$ cat src/rtl/tdm_mux8.sv
// 8:1 time-division multiplexer: captures one 8-bit word and streams it onto Y,
// one channel per clock, with gapless back-to-back frames when LOAD stays high.
module tdm_mux8 #(
  parameter bit MSB_FIRST = 1'b0
) (
  input  logic       CLK,
  input  logic       N_RESET,
  input  logic [7:0] X,
  input  logic       LOAD,
  output logic       READY,
  output logic       Y,
  output logic [2:0] SEL,
  output logic       VALID,
  output logic       LAST
);

  typedef enum logic {IDLE = 1'b0, SEND = 1'b1} state_e;

  localparam logic [2:0] START_IDX = MSB_FIRST ? 3'd7 : 3'd0;
  localparam logic [2:0] FINAL_IDX = MSB_FIRST ? 3'd0 : 3'd7;

  state_e     state_q, state_d;
  logic [7:0] hold_q,  hold_d;
  logic [2:0] sel_q,   sel_d;
  logic       y_q,     y_d;
  logic [2:0] sel_step;

  assign VALID = (state_q == SEND);
  assign LAST  = VALID && (sel_q == FINAL_IDX);
  assign READY = !VALID || LAST;
  assign SEL   = sel_q;
  assign Y     = y_q;

  assign sel_step = MSB_FIRST ? (sel_q - 3'd1) : (sel_q + 3'd1);

  // NOTE: every next-state signal gets a default first so no path through
  // this block leaves a variable unassigned, which would infer a latch.
  always_comb begin
    state_d = state_q;
    hold_d  = hold_q;
    sel_d   = sel_q;
    y_d     = y_q;
    if (READY && LOAD) begin
      state_d = SEND;
      hold_d  = X;
      sel_d   = START_IDX;
      y_d     = X[START_IDX];
    end else if (state_q == SEND && !LAST) begin
      sel_d = sel_step;
      y_d   = hold_q[sel_step];
    end else if (state_q == SEND) begin
      // Final bit sent with no new word waiting: drop back to a quiet idle bus.
      state_d = IDLE;
      sel_d   = 3'd0;
      y_d     = 1'b0;
    end
  end

  // NOTE: state registers use non-blocking assignments so all of them update
  // together from pre-edge values, matching the hardware flops.
  always_ff @(posedge CLK or negedge N_RESET) begin
    if (!N_RESET) begin
      state_q <= IDLE;
      hold_q  <= 8'h00;
      sel_q   <= 3'd0;
      y_q     <= 1'b0;
    end else begin
      state_q <= state_d;
      hold_q  <= hold_d;
      sel_q   <= sel_d;
      y_q     <= y_d;
    end
  end

endmodule

$ cat config.mk
export PLATFORM = sky130hd
export DESIGN_NAME = tdm_mux8
export DESIGN_NICKNAME = d
export VERILOG_FILES = /design/src/rtl/tdm_mux8.sv
export SDC_FILE = /design/constraint.sdc
export NUM_CORES = 1
export LEC_CHECK = 0
export CORE_MARGIN = 2
export CORE_UTILIZATION = 47
export CTS_CLUSTER_SIZE = 20
export DETAILED_ROUTE_END_ITERATION = 10
export GPL_TIMING_DRIVEN = 0
export PLACE_DENSITY = 0.81
export SYNTH_ARGS = -nofsm -noshare
export SYNTH_HDL_FRONTEND = slang
export SYNTH_SLANG_ARGS = --single-unit
$ cat constraint.sdc
create_clock -name CLK -period 2.64 [get_ports CLK]
set_clock_uncertainty 0.2 [all_clocks]
set_input_delay 0.264 -clock CLK [delete_from_list [all_inputs] [get_ports CLK]]
set_output_delay 0.264 -clock CLK [all_outputs]
set_load 0.02 [all_outputs]
Word-level counts from Yosys, hierarchy flattened
Index checks and enable logic that the tools add are counted.
{"block": "totals", "ff_bits": 13, "in_bits": 11, "out_inout_bits": 7, "elab_cells": 25}
{"block": "classes", "addsub": 1, "magnitude_cmp": 1, "eq_ne": 2, "mux": 10, "n_reduce_logical": 7}
{"operator": "$mux 3", "count": 3}
{"operator": "$mux 1", "count": 6}
{"operator": "$lt 3x4->1 const B", "count": 1}
{"operator": "$add 3x1->3 const B", "count": 1}
{"operator": "$bmux 1 s3", "count": 1}
{"operator": "$eq 3x3->1 const B", "count": 1}
{"operator": "$logic_and 1x1->1", "count": 3}
{"operator": "$reduce_bool 3->1", "count": 1}
{"operator": "$logic_not 1->1", "count": 2}
{"operator": "$ne 2x2->1 const B", "count": 1}
{"operator": "$logic_or 1x1->1", "count": 1}

Depth between registers and ports, before layout
{"block": "depth", "ltp_word": 6, "depth_mapped": 6, "depth_no_buf": 6}

Worst setup path before layout
No wires, ideal clock.
{"block": "synth_timing", "path_kind": "reg2reg", "startpoint": "register sel_q[0], in the netlist SEL[0]", "endpoint": "register hold_q[0]", "setup_time_ns": 0.125, "arrival_ns": 1.697, "required_ns": 2.315, "setup_slack_ns": 0.618, "stages_incl_launch_ff": 7, "n_path_buf": 0, "synth_period_minus_slack_ns": 2.022, "cell_sequence": "dfrtp_1 ha_1 ha_1 nor2b_2 inv_1 nand2_2 mux2_2"}
{"block": "synth_via", "elab_chain_len": 4}
{"element": "from (decl)", "line_no": "24", "text": "logic [2:0] sel_q, sel_d;"}
{"element": "from (signal assigned)", "line_no": "70", "text": "sel_q <= sel_d;"}
{"element": "$eq 3x3->1", "line_no": "29", "text": "assign LAST = VALID && (sel_q == FINAL_IDX);"}
{"element": "$logic_and 1x1->1", "line_no": "29"}
{"element": "$logic_or 1x1->1", "line_no": "30", "text": "assign READY = !VALID || LAST;"}
{"element": "via READY", "line_no": "10", "text": "output logic READY,"}
{"element": "$logic_and 1x1->1", "line_no": "43", "text": "if (READY && LOAD) begin"}
{"element": "to (signal assigned)", "line_no": "69", "text": "hold_q <= hold_d;"}
{"element": "to (decl)", "line_no": "23", "text": "logic [7:0] hold_q, hold_d;"}
The timed path passes the listed nets, and every way through them passes these cells.
A chain may end at the register's enable or synchronous reset.

Worst setup path in the final report
{"block": "layout_timing", "startpoint": "register sel_q[0], in the netlist SEL[0]", "endpoint": "output port READY"}
{"block": "layout_via", "elab_chain_len": 3}
{"element": "$eq 3x3->1", "line_no": "29"}
{"element": "$logic_and 1x1->1", "line_no": "29"}
{"element": "$logic_or 1x1->1", "line_no": "30"}
{"element": "to (decl)", "line_no": "10"}
No other way between the ends.

==> flow_summary.toml <==
[status]
status = "complete, no violations"

[worst_setup_path]
path_cells = "ha_1 > ha_1 > nor2b_2 > inv_1 > clkdlybuf4s50_1"
criticalPathCategory = "reg2out"
cp-end-kind = "output pin"
crit_path_max_incr_delay_ps = 550
required_ps = 2180
crit_arrival_ps = 1950
cp_common_cell = "ha_1"
startpoint_type = "register"
critPathSlowestCell = "clkdlybuf4s50_1"
worstPathMaxFanout = 4

[finish]
antennaDiodeCount = 0
area_growth_syn_to_layout_pct = 35.0
fin_nets = 80
fill_cells = 97
final_cells = 80
drive_gt1_share_pct = 22.7

[clocking]
h-tree-depth = 1
clock-sinks = 13
clk_latency_ps = 280
post-cts-setup-buffers = 0
cts_tree = "built"
cts-root-buf = "clkbuf_4"
clk_transition_reported_paths_ps = 80
cts_resized = 0
cts-hold-fix-buffers = 0
cts_buffer_depth = 2
cts_made_buffers = 3

[run]
cap_violations = 0

[timing]
relSlewSlack_pct = 63.0
fmax_mhz = 415
report.final.slew_viol_count = 0
rsz0062_at_grt = "no"
final.min_clock_period_ps = 2410
hold_viol_final = 0
worst_slew_pin_slew_ps = 553
finalSetupTns_ps = 0
setup_violations = 0
fin_crit_sh_pct = 91.4

[pwr]
peakVddDrop_mv = 0.534
power_density_mw_per_mm2 = 1220
p_leak_uw = 0.000365

[logic_synthesis]
synth.largest_area_cell = "dfrtp_1"
synth_warnings = 0
synth.distinct_cells = 18
synth-seq-cells = 13
syn_area_per_cell_sq_um = 13.6
ys_seq_area_share_pct = 53.3
syn_nets = 58
yosys-top-cells-area = "dfrtp_1, mux2_2, mux2i_1, ha_1, mux4_2"
synthCells = 45
netlist_area_sq_um = 611
synth_top_area_share_pct = 53.3

[route]
via_per_inst = 5.34
drt_iter0_drc = 7
finalWirelength_um = 1150
avgRoutedWirePerCell_um = 14.4
drc_errors = 0
firstDrtPassIters = 4
ant_nets = 0
vias = 427

[grt]
grt_usage_pct = 18.8
grt_remaining_overflow = 0
grt_max_degree = 14
grt_pass1_vias = 429
antenna_found_initial = 0
grt_pass1_wl_um = 1860

[placed_design]
place_inst = 76
port_buffers = 17
gp_congestion = 0.702
post-dp-hpwl_um = 896

[floorplanning]
start_util_pct = 52.8
die_area_sq_mm = 0.00160
core_sq_mm = 0.00116
dieWidth_um = 40.0
die_h_um = 40.0
fp-row-count = 12
pin_count = 18

[min_path]
min_path_type = "in2async"
## synthesized netlist by cell type
library cell / instances
mux4_2: 1
mux2_2: 8
ha_1: 2
a21oi_1: 1
mux2i_1: 4
buf_6: 1
nand2_2: 1
a32o_1: 1
o21ai_0: 1
nand2_1: 2
nor2b_2: 1
nor2_1: 1
and2_1: 1
inv_1: 3
a221oi_1: 1
nand2b_1: 1
dfrtp_1: 13
a22o_1: 2
## registers in the layout, indices dropped and copies added (netlist names)
signal / cells
SEL: 3
VALID: 1
Y: 1
hold_q: 8
## critical path: cells and delay by family (launching register included)
| kind | cells | cell delay [ps] |
|---|---|---|
| simple gates | 1 | 170 |
| fa+ha+maj | 2 | 430 |
| flops | 1 | 420 |
| buf+inv | 2 | 660 |
## final timing paths
kind                       slack [ps]                    end                  start  depth (start not counted)
setup / recovery                  230                  READY     SEL[0]$_DFFE_PN0P_                          5
hold / removal                    130  hold_q[0]$_DFFE_PN0P_                N_RESET                          1
setup reg to reg                  660  hold_q[7]$_DFFE_PN0P_     SEL[0]$_DFFE_PN0P_                          6
hold reg to reg                   310  hold_q[3]$_DFFE_PN0P_  hold_q[3]$_DFFE_PN0P_                          1
max in group asynchronous        1740  hold_q[2]$_DFFE_PN0P_                N_RESET                          1
min in group CLK                  310  hold_q[3]$_DFFE_PN0P_  hold_q[3]$_DFFE_PN0P_                          1
## cell families after synthesis
logic type	after synthesis	share of synthesized area, %
buffers and inverters	4	3.69
DFF	13	53.3
adders and majority gates	2	4.10
muxes	13	25.0
and+or+nand+nor	7	6.35
AOI/OAI and AO/OA	6	7.58
## area by class of cell
| class | count | area, sq um | share of cell area (%) |
|---|---|---|---|
| inverter | 3 | 11.3 | 1.37 |
| multi-input combinational | 28 | 263 | 31.9 |
| sequential | 13 | 325 | 39.5 |
| tap | 14 | 17.5 | 2.12 |
| clock buffer | 4 | 26.3 | 3.19 |
| buffer | 1 | 11.3 | 1.37 |
| timing repair buffer | 17 | 170 | 20.6 |
## layout by cell type, fill, tap and decap left out, types with 2 or more instances in the layout
cell / instances
inv_1: 3
dfrtp_1: 13
ha_1: 2
clkbuf_4: 3
mux2i_1: 4
clkdlybuf4s50_1: 17
a22o_1: 2
nand2_1: 2
mux2_2: 8
## power breakdown
part / switching, uW / leakage [uW] / total [uW] / internal, uW
Clock: 65.9 / 0.0000150 / 125 / 58.7
Combinational: 218 / 0.000197 / 519 / 302
Sequential: 63.7 / 0.000153 / 365 / 301
## per-stage QoR
stage	worst slack [ps]	instance area, sq um	power, uW	hold slack (ps)	util [%]
global placement	564	798	871	288	69.0
global route	99.9	825	1080	182	71.3
detailed placement	534	798	895	292	69.0
floorplan	618	611	714	-232	-
CTS	218	825	1020	156	71.3
finish	228	825	1010	133	71.3
## layer usage
layer	vias up	track usage (%)	share of wire, %
met5	-	0	0
met4	0	12.9	2.5
met3	5	5.56	6.3
met2	16	31.5	51
met1	202	20.3	40
li1	204	-	-
Power figures use the tool's default switching activity.
